File: src/rtl/eth_rx_parser.sv
// Ethernet receive framing stage: strips preamble/SFD, filters on destination MAC,
// captures source MAC and EtherType, checks length and FCS, forwards payload minus FCS.
module eth_rx_parser #(
  parameter logic [47:0] LOCAL_MAC = 48'h02_00_00_00_00_01,
  parameter int unsigned MAX_LEN   = 1518,
  parameter int unsigned MIN_LEN   = 64
) (
  input  logic        clk,
  input  logic        rst,
  input  logic        rx_active,
  input  logic        rx_dv,
  input  logic [7:0]  rx_byte,
  output logic [7:0]  stream_o,
  output logic        stb,
  output logic        last,
  output logic [15:0] type_o,
  output logic [47:0] mac_o,
  output logic        frame_ok,
  output logic        frame_err
);

  // state  | meaning
  // IDLE   | waiting for a rising edge of rx_active
  // PRE    | counting 0x55 preamble bytes, expecting 0xD5
  // DST    | comparing destination MAC against station and broadcast
  // SRC    | shifting in source MAC
  // TYPE   | capturing EtherType, then publishing mac_o/type_o
  // PAY    | payload + FCS through the 5-entry delay line
  // DROP   | discarding until the envelope ends
  typedef enum logic [2:0] {
    S_IDLE, S_PRE, S_DST, S_SRC, S_TYPE, S_PAY, S_DROP
  } state_t;

  localparam logic [31:0] CRC_RESIDUE = 32'hDEBB20E3;
  localparam logic [10:0] MAX_LEN_W   = 11'(MAX_LEN);
  localparam logic [10:0] MIN_LEN_W   = 11'(MIN_LEN);

  function automatic logic [31:0] crc_step(input logic [31:0] crc, input logic [7:0] data);
    logic [31:0] c;
    c = crc ^ {24'h0, data};
    for (int i = 0; i < 8; i++) begin
      c = c[0] ? ((c >> 1) ^ 32'hEDB88320) : (c >> 1);
    end
    return c;
  endfunction

  state_t          state_q, state_d;
  logic            act_prev_q, act_prev_d;
  logic [2:0]      pre_cnt_q, pre_cnt_d;
  logic [2:0]      fld_cnt_q, fld_cnt_d;
  logic [47:0]     dst_exp_q, dst_exp_d;
  logic            dst_loc_q, dst_loc_d;
  logic            dst_bc_q, dst_bc_d;
  logic [47:0]     src_sh_q, src_sh_d;
  logic [7:0]      type_hi_q, type_hi_d;
  logic [47:0]     mac_q, mac_d;
  logic [15:0]     type_q, type_d;
  logic [10:0]     len_q, len_d;
  logic [31:0]     crc_q, crc_d;
  logic [4:0][7:0] dl_q, dl_d;
  logic [2:0]      pay_cnt_q, pay_cnt_d;
  logic            err_pend_q, err_pend_d;
  logic [7:0]      stream_q, stream_d;
  logic            stb_q, stb_d;
  logic            last_q, last_d;
  logic            ok_q, ok_d;
  logic            err_q, err_d;

  logic [31:0]     crc_nxt;
  logic [10:0]     len_nxt;
  logic            loc_hit;
  logic            bc_hit;

  always_comb begin
    state_d    = state_q;
    act_prev_d = rx_active;
    pre_cnt_d  = pre_cnt_q;
    fld_cnt_d  = fld_cnt_q;
    dst_exp_d  = dst_exp_q;
    dst_loc_d  = dst_loc_q;
    dst_bc_d   = dst_bc_q;
    src_sh_d   = src_sh_q;
    type_hi_d  = type_hi_q;
    mac_d      = mac_q;
    type_d     = type_q;
    len_d      = len_q;
    crc_d      = crc_q;
    dl_d       = dl_q;
    pay_cnt_d  = pay_cnt_q;
    err_pend_d = err_pend_q;
    stream_d   = stream_q;
    stb_d      = 1'b0;
    last_d     = 1'b0;
    ok_d       = 1'b0;
    err_d      = 1'b0;

    crc_nxt = crc_step(crc_q, rx_byte);
    len_nxt = (len_q == 11'h7FF) ? len_q : len_q + 11'd1;
    loc_hit = dst_loc_q && (rx_byte == dst_exp_q[47:40]);
    bc_hit  = dst_bc_q && (rx_byte == 8'hFF);

    case (state_q)
      S_IDLE: begin
        // The byte on the rising edge counts as the first preamble byte.
        if (rx_active && !act_prev_q) begin
          state_d    = S_PRE;
          pre_cnt_d  = 3'd0;
          err_pend_d = 1'b0;
          if (rx_dv) begin
            if (rx_byte == 8'h55) pre_cnt_d = 3'd1;
            else                  state_d   = S_DROP;
          end
        end
      end
      S_PRE: begin
        if (!rx_active) begin
          err_d   = 1'b1;
          state_d = S_IDLE;
        end else if (rx_dv) begin
          if (rx_byte == 8'h55 && pre_cnt_q < 3'd7) begin
            pre_cnt_d = pre_cnt_q + 3'd1;
          end else if (rx_byte == 8'hD5 && pre_cnt_q != 3'd0) begin
            state_d   = S_DST;
            crc_d     = '1;
            len_d     = '0;
            fld_cnt_d = '0;
            dst_exp_d = LOCAL_MAC;
            dst_loc_d = 1'b1;
            dst_bc_d  = 1'b1;
          end else begin
            state_d = S_DROP;
          end
        end
      end
      S_DST: begin
        if (!rx_active) begin
          err_d   = 1'b1;
          state_d = S_IDLE;
        end else if (rx_dv) begin
          crc_d     = crc_nxt;
          len_d     = len_nxt;
          dst_exp_d = {dst_exp_q[39:0], 8'h00};
          dst_loc_d = loc_hit;
          dst_bc_d  = bc_hit;
          if (fld_cnt_q == 3'd5) begin
            fld_cnt_d = '0;
            state_d   = (loc_hit || bc_hit) ? S_SRC : S_DROP;
          end else begin
            fld_cnt_d = fld_cnt_q + 3'd1;
          end
        end
      end
      S_SRC: begin
        if (!rx_active) begin
          err_d   = 1'b1;
          state_d = S_IDLE;
        end else if (rx_dv) begin
          crc_d    = crc_nxt;
          len_d    = len_nxt;
          src_sh_d = {src_sh_q[39:0], rx_byte};
          if (fld_cnt_q == 3'd5) begin
            fld_cnt_d = '0;
            state_d   = S_TYPE;
          end else begin
            fld_cnt_d = fld_cnt_q + 3'd1;
          end
        end
      end
      S_TYPE: begin
        if (!rx_active) begin
          err_d   = 1'b1;
          state_d = S_IDLE;
        end else if (rx_dv) begin
          crc_d = crc_nxt;
          len_d = len_nxt;
          if (fld_cnt_q == 3'd0) begin
            type_hi_d = rx_byte;
            fld_cnt_d = 3'd1;
          end else begin
            mac_d     = src_sh_q;
            type_d    = {type_hi_q, rx_byte};
            fld_cnt_d = '0;
            pay_cnt_d = '0;
            state_d   = S_PAY;
          end
        end
      end
      S_PAY: begin
        if (!rx_active) begin
          state_d   = S_IDLE;
          pay_cnt_d = '0;
          // Oldest entry is the final payload byte; the newer four are the FCS.
          if (len_q >= MIN_LEN_W && crc_q == CRC_RESIDUE && pay_cnt_q == 3'd5) begin
            stream_d = dl_q[4];
            stb_d    = 1'b1;
            last_d   = 1'b1;
            ok_d     = 1'b1;
          end else begin
            err_d = 1'b1;
          end
        end else if (rx_dv) begin
          if (len_nxt > MAX_LEN_W) begin
            state_d    = S_DROP;
            err_pend_d = 1'b1;
            pay_cnt_d  = '0;
          end else begin
            crc_d = crc_nxt;
            len_d = len_nxt;
            dl_d  = {dl_q[3:0], rx_byte};
            if (pay_cnt_q == 3'd5) begin
              stream_d = dl_q[4];
              stb_d    = 1'b1;
            end else begin
              pay_cnt_d = pay_cnt_q + 3'd1;
            end
          end
        end
      end
      S_DROP: begin
        if (!rx_active) begin
          err_d      = err_pend_q;
          err_pend_d = 1'b0;
          state_d    = S_IDLE;
        end
      end
      default: state_d = S_IDLE;
    endcase
  end

  // Previous-sample register resets high so a frame already in flight is ignored.
  always_ff @(posedge clk or negedge rst) begin
    if (!rst) begin
      state_q    <= S_IDLE;
      act_prev_q <= 1'b1;
      pre_cnt_q  <= '0;
      fld_cnt_q  <= '0;
      dst_exp_q  <= '0;
      dst_loc_q  <= 1'b0;
      dst_bc_q   <= 1'b0;
      src_sh_q   <= '0;
      type_hi_q  <= '0;
      mac_q      <= '0;
      type_q     <= '0;
      len_q      <= '0;
      crc_q      <= '1;
      dl_q       <= '0;
      pay_cnt_q  <= '0;
      err_pend_q <= 1'b0;
      stream_q   <= '0;
      stb_q      <= 1'b0;
      last_q     <= 1'b0;
      ok_q       <= 1'b0;
      err_q      <= 1'b0;
    end else begin
      state_q    <= state_d;
      act_prev_q <= act_prev_d;
      pre_cnt_q  <= pre_cnt_d;
      fld_cnt_q  <= fld_cnt_d;
      dst_exp_q  <= dst_exp_d;
      dst_loc_q  <= dst_loc_d;
      dst_bc_q   <= dst_bc_d;
      src_sh_q   <= src_sh_d;
      type_hi_q  <= type_hi_d;
      mac_q      <= mac_d;
      type_q     <= type_d;
      len_q      <= len_d;
      crc_q      <= crc_d;
      dl_q       <= dl_d;
      pay_cnt_q  <= pay_cnt_d;
      err_pend_q <= err_pend_d;
      stream_q   <= stream_d;
      stb_q      <= stb_d;
      last_q     <= last_d;
      ok_q       <= ok_d;
      err_q      <= err_d;
    end
  end

  assign stream_o  = stream_q;
  assign stb       = stb_q;
  assign last      = last_q;
  assign type_o    = type_q;
  assign mac_o     = mac_q;
  assign frame_ok  = ok_q;
  assign frame_err = err_q;

endmodule

File: config.mk
export PLATFORM = sky130hd
export DESIGN_NAME = eth_rx_parser
export DESIGN_NICKNAME = d
export VERILOG_FILES = /design/src/rtl/eth_rx_parser.sv
export SDC_FILE = /design/constraint.sdc
export NUM_CORES = 1
export LEC_CHECK = 0
export ABC_CLOCK_PERIOD_IN_PS = 7900
export BUFFER_PORTS_ARGS = -buffer_cell sky130_fd_sc_hd__buf_4
export CAP_MARGIN = 20
export CORE_ASPECT_RATIO = 1.25
export CORE_MARGIN = 2
export CORE_UTILIZATION = 65
export DETAILED_ROUTE_END_ITERATION = 7
export MAX_ROUTING_LAYER = met4
export PLACE_DENSITY = 0.85
export SETUP_SLACK_MARGIN = 0.2
export SKIP_LAST_GASP = 1
export SYNTH_ARGS = -nofsm -noshare
export SYNTH_HDL_FRONTEND = slang
export SYNTH_SLANG_ARGS = --single-unit
File: constraint.sdc
create_clock -name clk -period 7.9 [get_ports clk]
set_input_delay 0.395 -clock clk [delete_from_list [all_inputs] [get_ports clk]]
set_output_delay 0.395 -clock clk [all_outputs]
set_load 0.05 [all_outputs]
-- Yosys cells after proc, flatten, opt, wreduce, memory -nomap -nowiden
Cells that the tools add are included.
- register bits: 278
- latch bits: 0
- RAM bits: 0
- memory bits (read-only): 0
- input bits: 12
- output and inout bits: 76
- memories kept: 0
- $add $sub $neg: 4
- $mul: 0
- div/mod/pow operators: 0
- magnitude comparators: 3
- equal/unequal tests: 48
- shifts and indexed selects: 0
- multiplexer cells: 118
- bitwise operators: 11
- reductions and logical operators: 34
- operator list (operator ; count):
    $mux 32 ; 17
    $mux 48 ; 6
    $mux 3 ; 41
    $not 13->14 ; 8
    $mux 11 ; 10
    $pmux 32 s3 ; 1
    $pmux 48 s2 ; 1
    $mux 8 ; 5
    $ne 2x2->1 const B ; 17
    $pmux 11 s3 ; 1
    $eq 32x32->1 const B ; 1
    $xor 32x8->32 ; 1
    $ne 3x3->1 const B ; 10
    $mux 1 ; 28
    $pmux 3 s7 ; 1
    $eq 8x8->1 const B ; 2
    $eq 3x3->1 const B ; 5
    $ne 2x1->1 const B ; 6
    $pmux 3 s2 ; 2
    $reduce_and 12->1 ; 1
    $reduce_and 4->1 ; 3
    $reduce_and 6->1 ; 2
    $reduce_bool 3->1 ; 4
    $add 11x1->11 const B ; 1
    27 further kinds ; 44

-- Depth between registers and ports, before layout
- depth in word-level cells: 21
- gate-level depth with buffers: 11
- depth with buffers taken out: 8

-- Least setup slack after synthesis
OpenSTA, ideal clock, no wires.
- path type: register -> register
- start point: register len_q[0]
- end point: register crc_q[20]
- library setup time: 85 ps
- data arrival time: 2494 ps
- setup slack: 5321 ps
- stages on the path, launching flop included: 11
- buffers on the path: 3
- period minus slack after synthesis: 2579 ps
- cell sequence: dfrtp_1 > ha_1 > buf_2 > and4_1 > buf_2 > a41o_1 > o31a_2 > a31oi_4 > o2111a_2 > buf_4 > mux2_1
- cells in the longest elaborated chain, start to end: 5
- ends and longest elaborated chain (element ; line ; source):
    from (decl) ; 58 ; logic [10:0] len_q, len_d;
    from (signal assigned) ; 266 ; len_q <= len_d;
    $add 11x1->11 / $eq 11x11->1 (equally long branches) ; 98 ; len_nxt = (len_q == 11'h7FF) ? len_q : len_q + 11'd1;
    $mux 11 (*) ; 98 ;
    $gt 11x11->1 (*) ; 202 ; if (len_nxt > MAX_LEN_W) begin
    $ne 2x2->1 (no source line) (*) ; - ;
    $reduce_and 10->1 (no source line) (*) ; - ;
    to (signal assigned) ; 267 ; crc_q <= crc_d;
    to (decl) ; 59 ; logic [31:0] crc_q, crc_d;
Every way passes the cells marked *; elsewhere a longest branch is shown, timed or not.
A chain may end at the register's enable or synchronous reset.

-- Worst setup path after layout
- start point: register state_q[0]
- end point: register dl_q[17] (netlist bit)
- cells in the longest elaborated chain, start to end: 2
- ends and longest elaborated chain (element ; line ; source):
    from (decl) ; 47 ; state_t state_q, state_d;
    from (signal assigned) ; 255 ; state_q <= state_d;
    $eq 3x3->1 ; 102 ; case (state_q)
    $reduce_and 4->1 (no source line) ; - ;
    to (signal assigned) ; 268 ; dl_q <= dl_d;
    to (decl) ; 60 ; logic [4:0][7:0] dl_q, dl_d;
Every way passes these cells.

==> out/summary.txt <==
Outcome -> finished, final reports clean
DIE WIDTH -> 121.5 µm
Final hold viol count -> 0
Most common cell in the netlist -> dfrtp_1
M2 GR Usage -> 48.15%
Worst r2r src -> state_q[0]
Total CTS buffers -> 23
Power Total -> 0.004737 W
Clk slew on worst S/H paths -> 0.06 ns
Number of I/O pins -> 88
Synth area leaders -> dfrtp_1, mux2_2, dfstp_2
Fin area -> 12760 µm²
Drc violations -> 0
Starting density of the core -> 66.59%
Post-Syn Area per Cell -> 12.55 µm²
Fillcell total -> 1055
CP peak stage delay -> 0.78 ns
Register area -> 5947 µm²
CTS tree -> built
First-pass GRT wire length -> 40.65 mm
Crit end category -> register
Diodes inserted -> 0
Min cycle time layout -> 3.547 ns
Min-Delay Path Class -> in2reg
WL final -> 25.20 mm
Crit-path cells -> nor2b_1, nand2_1, nor2_1, nand3_2, mux2_1
Clock skew -> 0.009947 ns
Worst setup SP type -> register
Core ar. -> 16840 µm²
RSZ-0062 raised after global routing -> no
Crit path from -> state_q[0]
# rows -> 53
Vias per inst -> 6.315
Highest Clock Rate -> 281.9 MHz
Reg2reg end -> dl_q[17]
Leak -> 5.914 nW
CP Max Fanout -> 40
WP data arrival -> 3.93 ns
Post-synth top area cell -> dfrtp_1
CP required -> 8.29 ns
Crit path kind -> reg2reg
GR Layer Usage met1 -> 37.50%
Initial antenna violation count -> 0
Antenna viol nets, final -> 0
Met3 Use GR -> 3.539%
CP endpoint -> dl_q[17]
Area delta synth->final -> 13.79%
Die extent in y -> 150.9 µm
# setup viols final -> 0
Register-to-register setup slack -> 4.35 ns
First DRT Iteration DRCs -> 565
DRT Pass-1 Iters -> 5
Via count -> 7553
Ys flop type -> dfrtp_1
Max_cap viols -> 0
Most Crowded Layer GR -> met2
WHS -> 0.07765 ns
Async SR Flop Fraction -> 100.0%
Largest net degree at the start of global routing -> 88
Pwr per Cell Area -> 371.1 nW/µm²
Final setup TNS -> 0 ns
HPWL after DPL -> 16.75 mm
Syn Inst Count -> 894
Simple-gate share of the synthesized area -> 10.22%
Die area -> 18330 µm²
Slew @ Worst Pin -> 0.9701 ns
Multi-input combinational cell area -> 4981 µm²
Clock sinks -> 236
Grt ovf -> 0
EDFF count, synth -> 0
Worst skew pair latency -> 0.52 ns
Post-synthesis mux area share -> 16.92%
Post-CTS Hold Buffers -> 1
Post-Synth Adder-Cell Area -> 0.6693%
Top cell type's share of synthesized area -> 45.29%
Worst VDD drop -> 0.3882 mV
Cell variety after synth -> 85
Slowest-stage cell, CP -> dfrtp_1
Final core utilization -> 75.78%
Placed cell areas -> 11950 µm²
Sequential element share of the synthesized area -> 53.02%
Commonest cells post-synth -> dfrtp_1, mux2_2, xnor2_1, nand2_1, dfstp_2
Largest family of logic cells by synthesized area -> multiplexers
Crit share post-route -> 44.90%
Synth Warn # -> 0
Post-synthesis xor/xnor area fraction -> 6.068%
Total Nets Final -> 977
Htree depth -> 1
IO buf count -> 87
Vias in the first global route -> 7562
Max-slew violation count -> 0
WL/cell -> 21.07 µm
CTS Buffer Depth -> 3
FF+latch count, synth -> 236
CTS Root Buffer Type -> clkbuf_16
Resize count post-CTS -> 0
Share of layout cells above drive strength 1 -> 34.22%
GRT Total Usage -> 29.00%
Post-synth net total -> 912
Setup bufs post-CTS -> 0
Cell Area, Synth -> 11220 µm²
GP Congestion -> 0.9546
Relative slew slack -> 35.25%
Post-synthesis compound-gate area fraction -> 10.38%
R2r worst-path depth -> 5
## power by group
group	switching, W	internal (W)	total [W]
registers	0.000275	0.00154	0.00181
clock network	0.000471	0.000655	0.00113
logic	0.000997	0.000801	0.00180
## cell usage in the layout, fill, tap and decap left out, drive strengths merged, types with 5 or more instances in the layout
master   instances
xnor2           63
clkinv           7
a22o             5
a32oi            9
mux2           165
and4            15
nand4            8
nand3           22
inv             14
nor3b            8
or3             10
dfstp           33
dfrtp          203
nor4b            6
xor2            13
a31o             5
o21ai           19
nor3            11
a31oi            6
nor2b            6
o22a            14
a21oi           13
nand2           58
a2bb2oi         16
ha               6
buf             94
nand2b           5
and2             7
clkbuf          30
nor2            21
## state kept, by name, indices dropped and copies added (netlist names)
register	count
src_sh_q	48
dst_bc_q	1
frame_err	1
mac_o	48
dl_q	40
dst_loc_q	1
stream_o	8
len_q	11
crc_q	32
err_pend_q	1
fld_cnt_q	3
pre_cnt_q	3
frame_ok	1
state_q	3
type_o	16
stb	1
pay_cnt_q	3
act_prev_q	1
dst_exp_q	6
type_hi_q	8
## worst min path at each step
| stage | end | slack [ns] | from | depth (start not counted) |
|---|---|---|---|---|
| after floorplan | dl_q[0] | 0.1 | rst | 0 |
| after CTS | act_prev_q | 0.06 | rx_active | 1 |
| after global placement | type_o[11] | 0.43 | rst | 1 |
| final | act_prev_q | 0.08 | rx_active | 1 |
| after detailed placement | type_o[11] | 0.43 | rst | 1 |
| after global routing | act_prev_q | 0.07 | rx_active | 1 |
## stage by stage
stage	setup slack (ns)	std cells
global route	3.953	1196
CTS	4.364	1194
global placement	4.522	1151
floorplan	5.321	894
finish	4.353	1196
detailed placement	4.408	1151
## final cells by class
cell class | count | area share [%]
inverter | 12 | 0.3529
timing repair buffer | 95 | 5.705
multi-input combinational | 591 | 39.03
tap | 220 | 2.157
sequential | 236 | 46.59
clock inverter | 12 | 1.059
clock buffer | 30 | 5.107
## layer usage
layer	share of wire (%)	vias to the layer above
met5	0	-
met4	2.8	0
met3	5.3	62
met2	51	244
met1	41	3841
li1	-	3406
## kinds of logic after synthesis
| logic type | count (synthesis) |
|---|---|
| AO/OA/AOI/OAI | 141 |
| flip-flops | 236 |
| adder cells (fa/ha/maj) | 6 |
| buffers and inverters | 67 |
| AND/OR/NAND/NOR | 199 |
| multiplexers | 169 |
| XOR/XNOR | 76 |
## worst max-delay path: cells and delay by family, from the launching register on
kind / cells / cell delay, ns
flip-flops: 1 / 0.78
multiplexers: 1 / 0.64
AND/OR/NAND/NOR: 4 / 1.98
(Power assumes the default switching activity.)
